--- src/rtl/rfg_axis_protocol_pkg.sv ---
`default_nettype none
// ============================================================================
// Module   : rfg_axis_protocol_pkg
// Purpose  : Shared command codes and FSM state encoding for the register-file
//            AXIS protocol decoder.
// Contents : CMD_NOP / CMD_WRITE / CMD_READ command bytes, state_t enum,
//            is_access_cmd() helper.
// Revision : 1.0 - initial release
// ============================================================================
package rfg_axis_protocol_pkg;

  localparam logic [7:0] CMD_NOP   = 8'h00;
  localparam logic [7:0] CMD_WRITE = 8'h01;
  localparam logic [7:0] CMD_READ  = 8'h02;

  typedef enum logic [2:0] {
    IDLE  = 3'd0,
    ADDR  = 3'd1,
    LEN   = 3'd2,
    WDATA = 3'd3,
    RREQ  = 3'd4,
    RWAIT = 3'd5,
    ROUT  = 3'd6
  } state_t;

  // True for command bytes that open an ADDR/LEN/payload frame.
  function automatic logic is_access_cmd(input logic [7:0] cmd);
    return (cmd == CMD_WRITE) || (cmd == CMD_READ);
  endfunction

endpackage
`default_nettype wire

--- src/rtl/rfg_axis_protocol_decoder.sv ---
`default_nettype none
// ============================================================================
// Module   : rfg_axis_protocol_decoder
// Purpose  : Decodes CMD/ADDR/LEN/payload frames from an 8-bit AXIS byte
//            stream into register-file write and read strobes, and returns
//            read data (or a timeout marker byte) as an AXIS byte stream.
// Ports    : clk, res (async, active-high)
//            s_axis_*     : command/data bytes in
//            m_axis_*     : read-back bytes out (tlast on final burst byte)
//            rfg_*        : register-file address, write/read strobes, data
//            err_*        : one-cycle error pulses
//            busy         : high whenever a frame is in progress
// Revision : 1.0 - initial release
// ============================================================================
module rfg_axis_protocol_decoder
  import rfg_axis_protocol_pkg::*;
#(
  parameter int         ADDR_WIDTH   = 8,
  parameter int         READ_TIMEOUT = 16,
  parameter logic [7:0] TIMEOUT_BYTE = 8'hEE
) (
  input  logic                  clk,
  input  logic                  res,
  input  logic [7:0]            s_axis_tdata,
  input  logic                  s_axis_tvalid,
  output logic                  s_axis_tready,
  output logic [7:0]            m_axis_tdata,
  output logic                  m_axis_tvalid,
  input  logic                  m_axis_tready,
  output logic                  m_axis_tlast,
  output logic [ADDR_WIDTH-1:0] rfg_address,
  output logic                  rfg_write,
  output logic [7:0]            rfg_write_value,
  output logic                  rfg_read,
  input  logic [7:0]            rfg_read_value,
  input  logic                  rfg_read_valid,
  output logic                  err_unknown_cmd,
  output logic                  err_read_timeout,
  output logic                  busy
);

  // The timer counts RWAIT cycles starting at 0 on the cycle after the read
  // strobe; terminating at READ_TIMEOUT-2 places the error pulse exactly
  // READ_TIMEOUT cycles after rfg_read.
  localparam int                      c_TIMER_W    = (READ_TIMEOUT > 2) ? $clog2(READ_TIMEOUT) : 1;
  localparam logic [c_TIMER_W-1:0]    c_TIMER_LAST = c_TIMER_W'(READ_TIMEOUT - 2);
  localparam logic [c_TIMER_W-1:0]    c_TIMER_ONE  = c_TIMER_W'(1);
  localparam logic [ADDR_WIDTH-1:0]   c_ADDR_ONE   = ADDR_WIDTH'(1);

  state_t                  r_state;
  logic                    r_is_read;
  logic [ADDR_WIDTH-1:0]   r_addr;
  logic [7:0]              r_remaining;
  logic [c_TIMER_W-1:0]    r_timer;

  logic [7:0]              r_m_tdata;
  logic                    r_m_tvalid;
  logic                    r_m_tlast;
  logic [ADDR_WIDTH-1:0]   r_rfg_address;
  logic                    r_rfg_write;
  logic [7:0]              r_rfg_write_value;
  logic                    r_rfg_read;
  logic                    r_err_unknown;
  logic                    r_err_timeout;

  logic                    w_s_ready;
  logic                    w_s_hs;
  logic                    w_m_hs;
  logic [ADDR_WIDTH-1:0]   w_addr_byte;
  logic [ADDR_WIDTH-1:0]   w_addr_next;

  // Address byte is zero-extended or truncated to the register address width.
  generate
    if (ADDR_WIDTH >= 8) begin : g_addr_zext
      assign w_addr_byte = ADDR_WIDTH'(s_axis_tdata);
    end else begin : g_addr_trunc
      assign w_addr_byte = s_axis_tdata[ADDR_WIDTH-1:0];
    end
  endgenerate

  // Input is accepted in every state that expects a stream byte; read
  // states stall the stream so a following command is never dropped.
  assign w_s_ready   = (r_state == IDLE) || (r_state == ADDR) ||
                       (r_state == LEN)  || (r_state == WDATA);
  assign w_s_hs      = s_axis_tvalid && w_s_ready;
  assign w_m_hs      = r_m_tvalid && m_axis_tready;
  assign w_addr_next = r_addr + c_ADDR_ONE;

  always_ff @(posedge clk or posedge res) begin
    if (res) begin
      r_state           <= IDLE;
      r_is_read         <= 1'b0;
      r_addr            <= '0;
      r_remaining       <= '0;
      r_timer           <= '0;
      r_m_tdata         <= '0;
      r_m_tvalid        <= 1'b0;
      r_m_tlast         <= 1'b0;
      r_rfg_address     <= '0;
      r_rfg_write       <= 1'b0;
      r_rfg_write_value <= '0;
      r_rfg_read        <= 1'b0;
      r_err_unknown     <= 1'b0;
      r_err_timeout     <= 1'b0;
    end else begin
      // Strobes and error flags are single-cycle pulses.
      r_rfg_write   <= 1'b0;
      r_rfg_read    <= 1'b0;
      r_err_unknown <= 1'b0;
      r_err_timeout <= 1'b0;

      unique case (r_state)
        IDLE: begin
          if (w_s_hs) begin
            if (is_access_cmd(s_axis_tdata)) begin
              r_is_read <= (s_axis_tdata == CMD_READ);
              r_state   <= ADDR;
            end else if (s_axis_tdata != CMD_NOP) begin
              r_err_unknown <= 1'b1;
            end
          end
        end

        ADDR: begin
          if (w_s_hs) begin
            r_addr  <= w_addr_byte;
            r_state <= LEN;
          end
        end

        LEN: begin
          if (w_s_hs) begin
            r_remaining <= s_axis_tdata;
            if (r_is_read) begin
              // Strobe is registered so it is high for the whole RREQ cycle.
              r_rfg_read    <= 1'b1;
              r_rfg_address <= r_addr;
              r_state       <= RREQ;
            end else begin
              r_state <= WDATA;
            end
          end
        end

        WDATA: begin
          if (w_s_hs) begin
            r_rfg_write       <= 1'b1;
            r_rfg_write_value <= s_axis_tdata;
            r_rfg_address     <= r_addr;
            r_addr            <= w_addr_next;
            if (r_remaining == 8'd0) begin
              r_state <= IDLE;
            end else begin
              r_remaining <= r_remaining - 8'd1;
            end
          end
        end

        RREQ: begin
          // rfg_read_valid is deliberately not sampled here.
          r_timer <= '0;
          r_state <= RWAIT;
        end

        RWAIT: begin
          // Valid data takes priority over a coincident timeout.
          if (rfg_read_valid) begin
            r_m_tdata  <= rfg_read_value;
            r_m_tvalid <= 1'b1;
            r_m_tlast  <= (r_remaining == 8'd0);
            r_state    <= ROUT;
          end else if (r_timer == c_TIMER_LAST) begin
            r_m_tdata     <= TIMEOUT_BYTE;
            r_m_tvalid    <= 1'b1;
            r_m_tlast     <= (r_remaining == 8'd0);
            r_err_timeout <= 1'b1;
            r_state       <= ROUT;
          end else begin
            r_timer <= r_timer + c_TIMER_ONE;
          end
        end

        ROUT: begin
          if (w_m_hs) begin
            r_m_tvalid <= 1'b0;
            r_m_tlast  <= 1'b0;
            if (r_remaining == 8'd0) begin
              r_state <= IDLE;
            end else begin
              r_remaining   <= r_remaining - 8'd1;
              r_addr        <= w_addr_next;
              r_rfg_address <= w_addr_next;
              r_rfg_read    <= 1'b1;
              r_state       <= RREQ;
            end
          end
        end

        default: begin
          r_state <= IDLE;
        end
      endcase
    end
  end

  assign s_axis_tready    = w_s_ready;
  assign m_axis_tdata     = r_m_tdata;
  assign m_axis_tvalid    = r_m_tvalid;
  assign m_axis_tlast     = r_m_tlast;
  assign rfg_address      = r_rfg_address;
  assign rfg_write        = r_rfg_write;
  assign rfg_write_value  = r_rfg_write_value;
  assign rfg_read         = r_rfg_read;
  assign err_unknown_cmd  = r_err_unknown;
  assign err_read_timeout = r_err_timeout;
  assign busy             = (r_state != IDLE);

endmodule
`default_nettype wire

--- config.mk ---
export PLATFORM = sky130hd
export DESIGN_NAME = rfg_axis_protocol_decoder
export DESIGN_NICKNAME = d
export VERILOG_FILES = /design/src/rtl/rfg_axis_protocol_pkg.sv /design/src/rtl/rfg_axis_protocol_decoder.sv
export SDC_FILE = /design/constraint.sdc
export NUM_CORES = 1
export LEC_CHECK = 0
export CAP_MARGIN = 20
export CORE_AREA = 2 2 83 85
export DETAILED_ROUTE_END_ITERATION = 12
export DIE_AREA = 0 0 85 87
export HOLD_SLACK_MARGIN = 0.12
export PLACE_DENSITY_LB_ADDON = 0.15
export SLEW_MARGIN = 40
export SYNTH_ARGS = -nofsm -noshare
export SYNTH_HDL_FRONTEND = slang
export SYNTH_SLANG_ARGS = --single-unit
--- constraint.sdc ---
create_clock -name clk -period 2 [get_ports clk]
set_clock_uncertainty 0.2 [all_clocks]
set_input_delay 0.3 -clock clk [delete_from_list [all_inputs] [get_ports clk]]
set_output_delay 0.3 -clock clk [all_outputs]
set_load 0.02 [all_outputs]
==> impl_metrics.csv, run 1 <==
group,metric,value,unit
run_status,run_status,"finished, final reports clean",
worst_setup_path,start_kind,"register",
route,route.met3.wl,352,µm
floorplanning,dieArea,7400,µm²
placement,dp_hpwl,5670,µm
grt,globalRouteOverflowTotal,0,
route,wl_met1,3150,µm
floorplanning,row_count,30,
timing,slew_headroom,0.711,
logic_synthesis,postSynthCellCount,282,
logic_synthesis,async_flop_share,1.00,
route,num_vias,2593,
finish,finalNetCount,404,
power_and_ir_drop,ir_drop,0.000844,V
worst_hold_path,hp-start,"r_addr[7]",
logic_synthesis,synth_ff_type,"dfrtp_1",
clocking,cts.sinks,54,
clocking,htreeDepth,2,
grt,grt_use_total,0.206,
worst_setup_path,max_stage_delay,590,ps
placement,gp_congestion,0.862,
route,vias_per_cell,5.65,
floorplanning,fp.dieW,85,µm
grt,grt_pass1_vias,2572,
logic_synthesis,syn_area,3000,µm²
placement,port_buffers,52,
timing,rsz0062_at_grt,"true",
power_and_ir_drop,power_leakage,0.00175,µW
clocking,cts.clk_slew.worst_paths,100,ps
worst_setup_path,crit_path_end_kind,"register",
route,wl_per_cell,15.8,µm
worst_setup_path,crit_required,2040,ps
grt,grt_pass1_wl,12400,µm
floorplanning,start_util,0.456,
finish,num-fill-cells,557,
floorplanning,io_pins,53,
floorplanning,dieHeight,87,µm
route,highest-signal-layer,"met4",
clocking,cts_made_buffers,5,
logic_synthesis,ys_warn_count,0,
worst_setup_path,cpMostUsedCell,"buf_4",
timing,worst_slew_pin_slew,432,ps
logic_synthesis,synth-seq-cells,54,
route,ant_nets,0,
timing,hold_viol,0,
worst_hold_path,hold_path.class,"register to register",
route,met2WireLength,3650,µm
logic_synthesis,synth-edff-count,0,
logic_synthesis,ys_types,63,
finish,drive_above_1_share,0.253,
logic_synthesis,avgSynthCellArea,10.6,µm²
clocking,clk_latency,310,ps
clocking,cts_tree,"yes",
route,first_pass_iters,4,
job,maxCapViolations,0,
timing,drv_slew,0,
worst_setup_path,arrival,1990,ps
power_and_ir_drop,p_per_area,1590,nW/µm²
finish,layout.cells.non_filler,459,
finish,area_growth,36.8,%
placement,dp.cells,449,
worst_setup_path,startpoint,"r_remaining[0]",
worst_setup_path,path_class,"register to register",
worst_setup_path,crit_slowest_cell,"or4_1",
timing,setup-violations-final,0,
clocking,cts_root_buf,"clkbuf_8",
route,finalWirelength,7270,µm
timing,max_freq,512,MHz
grt,grt_max_degree,21,
grt,grt_antenna_before_repair,0,
floorplanning,fp.coreArea,6570,µm²
worst_setup_path,path_cells,"buf_4, or4_1, nor3_2, buf_4, a21oi_1, o2bb2ai_1",
finish,antenna_cells,0,
clocking,cts_buffer_depth,2,
timing,fin_crit_sh,0.976,
timing,finalCriticalPeriod,1950,ps
route,drc,0,
timing,fin_setup_tns,0,ps
worst_setup_path,crit_fanout,3,
logic_synthesis,yosysSeqAreaShare,0.451,
logic_synthesis,syn_nets,308,
route,first_iter_violations,155,
worst_setup_path,r2r-start,"r_remaining[0]",
==> final cells by class <==
type	count	area [µm²]	area share
Sequential cell	54	1360	0.330
Tap cell	80	100	0.0244
Clock buffer	5	68.8	0.0168
Clock inverter	3	47.5	0.0116
Timing Repair Buffer	101	942	0.230
Multi-Input combinational cell	201	1530	0.373
Inverter	15	56.3	0.0137
==> routing by layer <==
| layer | vias to the layer above | GRT usage |
|---|---|---|
| li1 | 1244 | - |
| met1 | 1266 | 0.254 |
| met2 | 73 | 0.374 |
| met3 | 10 | 0.0398 |
| met4 | 0 | 0.0491 |
| met5 | - | 0 |
==> repair_timing <==
item / 4_1_cts / 5_1_grt
hold buffers: 1 / 0
hold endpoints to repair: 9 / 0
pin swaps: 1 / 2
buffers inserted: 0 / 1
endpoints found under the setup margin: 3 / 26
gates resized for setup: 4 / 7
==> layout by cell type, fill, tap and decap left out, types with 3 or more instances in the layout <==
master / n
a21oi_1: 6
a22o_1: 5
a22oi_1: 3
a2bb2oi_1: 4
a31oi_1: 8
and3_1: 3
buf_12: 4
buf_4: 43
clkbuf_8: 5
clkdlybuf4s50_1: 50
dfrtp_1: 51
dfrtp_2: 3
ha_1: 5
inv_1: 14
mux2_2: 16
nand2_1: 23
nand2_2: 3
nand3_1: 9
nand4_1: 6
nor2_1: 9
nor2b_1: 4
nor3_1: 5
o211ai_1: 7
o21ai_0: 13
o22a_1: 11
o22ai_1: 5
o2bb2ai_1: 6
xnor2_1: 7
==> power breakdown <==
part / internal [µW] / switching, µW
registers: 1590 / 443
clock network: 380 / 382
logic: 1890 / 1830
==> worst max-delay path, delay by kind of cell, from the launching register on <==
kind,cells,cell delay (ps)
AO/OA/AOI/OAI,2,220
buffers and inverters,2,300
flip-flops,1,390
AND/OR/NAND/NOR,2,770
==> registers in the layout, indices dropped and copies added (netlist names) <==
register and cells:
m_axis_tdata 8, r_addr 8, r_remaining 8, rfg_address 8, rfg_write_value 8, r_timer 4, r_state 3, err_read_timeout 1
err_unknown_cmd 1, m_axis_tlast 1, m_axis_tvalid 1, r_is_read 1, rfg_read 1, rfg_write 1
==> synth_stat cells, types with 2 or more instances <==
| cell type | instances | area (µm²) |
|---|---|---|
| dfrtp_1 | 54 | 1350 |
| nand2_1 | 24 | 90.1 |
| mux2_2 | 16 | 180 |
| inv_1 | 15 | 56.3 |
| o21ai_0 | 14 | 70.1 |
| o22a_1 | 11 | 96.3 |
| nand3_1 | 9 | 45.0 |
| nor2_1 | 9 | 33.8 |
| a31oi_1 | 8 | 50.1 |
| o211ai_1 | 7 | 52.6 |
| xnor2_1 | 7 | 61.3 |
| a21oi_1 | 6 | 30.0 |
| buf_4 | 6 | 45.0 |
| nand4_1 | 6 | 37.5 |
| nor3_1 | 6 | 30.0 |
| o2bb2ai_1 | 6 | 52.6 |
| a22o_1 | 5 | 43.8 |
| ha_1 | 5 | 62.6 |
| o22ai_1 | 5 | 31.3 |
| a2bb2oi_1 | 4 | 35.0 |
| nor2b_1 | 4 | 25.0 |
| a22oi_1 | 3 | 22.5 |
| and3_1 | 3 | 18.8 |
| clkbuf_1 | 3 | 11.3 |
| and2_1 | 2 | 12.5 |
| buf_2 | 2 | 10.0 |
| nand2_2 | 2 | 12.5 |
| nand2b_1 | 2 | 12.5 |
| o211a_1 | 2 | 20.0 |
| o31ai_1 | 2 | 15.0 |
| xor2_1 | 2 | 17.5 |
==> final timing paths <==
| kind | cells past startpoint | end | slack [ps] |
|---|---|---|---|
| min in group asynchronous | 3 | m_axis_tdata[2] | 650 |
| max in group asynchronous | 4 | r_state[0] | 490 |
| worst max register to register | 6 | r_remaining[7] | 50 |
| worst max-delay path | 6 | r_remaining[7] | 50 |
| worst min register to register | 1 | r_addr[7] | 300 |
| worst min-delay path | 1 | r_addr[7] | 300 |
==> stage by stage <==
stage | hold WS [ps] | util | instance area (µm²) | worst slack (ps) | power, µW
floorplan | 171 | - | 3000 | 19.8 | 4240
global placement | 281 | 0.600 | 3940 | -20.8 | 5660
detailed placement | 276 | 0.600 | 3940 | -45.0 | 5710
CTS | 303 | 0.620 | 4070 | 13.6 | 6490
global route | 310 | 0.624 | 4100 | -43.7 | 6970
finish | 300 | 0.624 | 4100 | 47.5 | 6510
==> logic make-up (layout without fill, tap and decap cells) <==
logic type / count (synthesis) / in the layout / share of synthesized area
adder cells (fa/ha/maj): 5 / 5 / 0.0209
multiplexers: 18 / 18 / 0.0672
buffers and inverters: 27 / 124 / 0.0447
AO/OA/AOI/OAI: 87 / 87 / 0.226
flip-flops: 54 / 54 / 0.451
XOR/XNOR: 10 / 10 / 0.0355
AND/OR/NAND/NOR: 81 / 81 / 0.155
Note: power is estimated with default switching activity, not from simulation.
==> inputs of run 2 (changes only) <==
--- a/config.mk
+++ b/config.mk
@@ -5,6 +5,7 @@
 export SDC_FILE = /design/constraint.sdc
 export NUM_CORES = 1
 export LEC_CHECK = 0
+export ABC_AREA = 1
 export CAP_MARGIN = 20
 export CORE_AREA = 2 2 83 85
 export DETAILED_ROUTE_END_ITERATION = 12
==> run 2 against run 1 <==
Register-to-register slack improved by 120 ps. Sequential power shrank 7%. Cell count increased by 25%.
==> impl_metrics.csv, run 2 <==
group,metric,value,unit
floorplanning,dieHeight,87,µm
logic_synthesis,ys_warn_count,0,
clocking,cts_buffer_depth,2,
clocking,cts_made_buffers,5,
floorplanning,row_count,30,
finish,design_area,3810,µm²
route,wl_per_cell,12.7,µm
clocking,cts.clk_slew.worst_paths,100,ps
worst_setup_path,crit_path_end_kind,"output pin",
grt,grt_pass1_wl,12700,µm
clocking,cts_tree,"yes",
worst_setup_path,crit_required,1500,ps
grt,globalRouteOverflowTotal,0,
logic_synthesis,synth_common_cells,"nand2_1 (185), dfrtp_1 (54), nor2_1 (51), inv_1 (34), o21ai_0 (28)",
clocking,cts_root_buf,"clkbuf_8",
logic_synthesis,syn_area,3000,µm²
timing,max_freq,533,MHz
logic_synthesis,postSynthCellCount,426,
floorplanning,fp.coreArea,6570,µm²
logic_synthesis,synth_area_leaders,"dfrtp_1 (45%), nand2_1 (23%), nor2_1 (6.4%), o21ai_0 (4.7%), inv_1 (4.3%)",
placement,port_buffers,52,
logic_synthesis,syn_nets,452,
route,drc,0,
floorplanning,fp.dieW,85,µm
finish,area_growth,27.0,%
timing,fin_crit_sh,0.938,
timing,drv_slew,0,
power_and_ir_drop,power_leakage,0.00198,µW
finish,drive_above_1_share,0.0992,
grt,grt_max_degree,55,
logic_synthesis,yosysSeqAreaShare,0.451,
floorplanning,start_util,0.456,
worst_setup_path,start_kind,"register",
route,vias_per_cell,5.03,
logic_synthesis,synth-seq-cells,54,
clocking,cts_hold_buf,0,
floorplanning,io_pins,53,
logic_synthesis,avgSynthCellArea,7.04,µm²
route,ant_nets,0,
timing,rsz0062_at_grt,"true",
worst_hold_path,hold_path.class,"input port to async pin",
run_status,run_status,"finished, final reports clean",
route,finalWirelength,7270,µm
floorplanning,dieArea,7400,µm²
timing,hold_slack,150,ps
timing,slew_headroom,0.754,
clocking,clk_latency,310,ps
worst_setup_path,crit_fanout,5,
worst_setup_path,worstRegToRegCells,7,
timing,finalCriticalPeriod,1880,ps
logic_synthesis,ys_types,26,
logic_synthesis,yosysMostFrequentCell,"nand2_1",
placement,dpl_cell_area,3690,µm²
clocking,htreeDepth,2,
finish,num-fill-cells,634,
power_and_ir_drop,p_per_area,1460,nW/µm²
finish,antenna_cells,0,
route,first_iter_violations,112,
placement,dp.cells,566,
grt,grt_use_total,0.214,
logic_synthesis,synth_top_area_share,0.451,
logic_synthesis,synth-edff-count,0,
placement,gp_congestion,0.893,
finish,layout_common_cells,"nand2_1 (184), dfrtp_1 (54), clkdlybuf4s50_1 (50), nor2_1 (47), inv_1 (33)",
finish,layout_commonest_cell,"nand2_1",
worst_setup_path,path_class,"register to output pin",
finish,layout.cells.non_filler,574,
logic_synthesis,synth_top_cell_by_area,"dfrtp_1",
route,first_pass_iters,4,
clocking,cts.sinks,54,
logic_synthesis,synth_ff_type,"dfrtp_1",
grt,grt_pass1_vias,2828,
finish,finalNetCount,519,
timing,worst_slew_pin_slew,369,ps
timing,setup-violations-final,0,
timing,hold_viol,0,
route,num_vias,2887,
grt,grt_antenna_before_repair,0,
placement,dp_hpwl,5420,µm
job,maxCapViolations,0,
power_and_ir_drop,ir_drop,0.000685,V
worst_setup_path,arrival,1380,ps
logic_synthesis,async_flop_share,1.00,
-- run 2: cell count changes after synthesis, moves of 5 or more --
cell	change
o2bb2ai_1	-6
inv_1	+19
xnor2_1	-7
o22ai_1	-5
o211ai_1	-7
nand3_1	+9
o21ai_0	+14
nor2_1	+42
o22a_1	-11
inv_2	+7
nand2_1	+161
mux2_2	-16
a31oi_1	-6
-- run 2: routing by layer --
layer | part of all wire | up-vias | GRT usage
li1 | - | 1456 | -
met1 | 0.43 | 1339 | 0.268
met2 | 0.49 | 81 | 0.359
met3 | 0.064 | 11 | 0.0540
met4 | 0.017 | 0 | 0.0736
met5 | 0 | - | 0
-- run 2: cell type report --
type / count / area, µm² / area share
clock buffers: 6 / 82.6 / 0.0217
clock inverters: 2 / 12.5 / 0.00329
inverters: 41 / 156 / 0.0411
multi-input cells: 325 / 1470 / 0.386
flip-flops and latches: 54 / 1350 / 0.355
well taps: 80 / 100 / 0.0263
repair buffers: 66 / 637 / 0.167
-- run 2: power by group --
part / leakage, µW / internal, µW / switching [µW]
registers: 0.000685 / 1540 / 346
clock network: 0.0000472 / 279 / 371
logic: 0.00125 / 1190 / 1840
total: 0.00198 / 3010 / 2560
-- run 2: critical path, stage by stage, from the launching register on --
cell	delay [ps]
dfrtp_1	400
inv_2	110
nand2_2	90
nor2_2	130
inv_1	50
clkdlybuf4s15_1	280
-- run 2: repair_timing --
item,in CTS,in global routing
endpoints found under the setup margin,2,13
buffers inserted,0,0
pin swaps,0,1
cloned,0,0
hold endpoints to repair,0,0
gates resized for setup,2,8
-- run 2: through the flow --
step           total power (µW)   util  setup TNS (ps)  setup slack [ps]
3_5_place_dp               4920  0.562               0               103
6_report                   5570  0.580               0               124
5_1_grt                    6100  0.580           -47.4             -34.2
2_1_floorplan              3830      -               0               185
3_3_place_gp               4870  0.562               0               103
4_1_cts                    5570  0.577               0              48.9
-- run 2: final timing paths --
| check | from | slack, ps | to |
|---|---|---|---|
| min in group clk | rfg_write_value[6] | 280 | rfg_write_value[6] |
| worst min-delay path | res | 150 | m_axis_tdata[5] |
| worst min register to register | rfg_write_value[6] | 280 | rfg_write_value[6] |
| worst max-delay path | r_state[0] | 120 | busy |
| worst max register to register | r_remaining[3] | 170 | r_remaining[1] |
| max in group asynchronous | res | 1190 | m_axis_tdata[1] |
-- run 2: logic make-up after synthesis --
kind of cell,count (synthesis),synth area share
compound gates,42,0.0755
xor+xnor,3,0.00877
fa+ha+maj,5,0.0209
buf+inv,47,0.0651
flops,54,0.451
simple gates,275,0.379
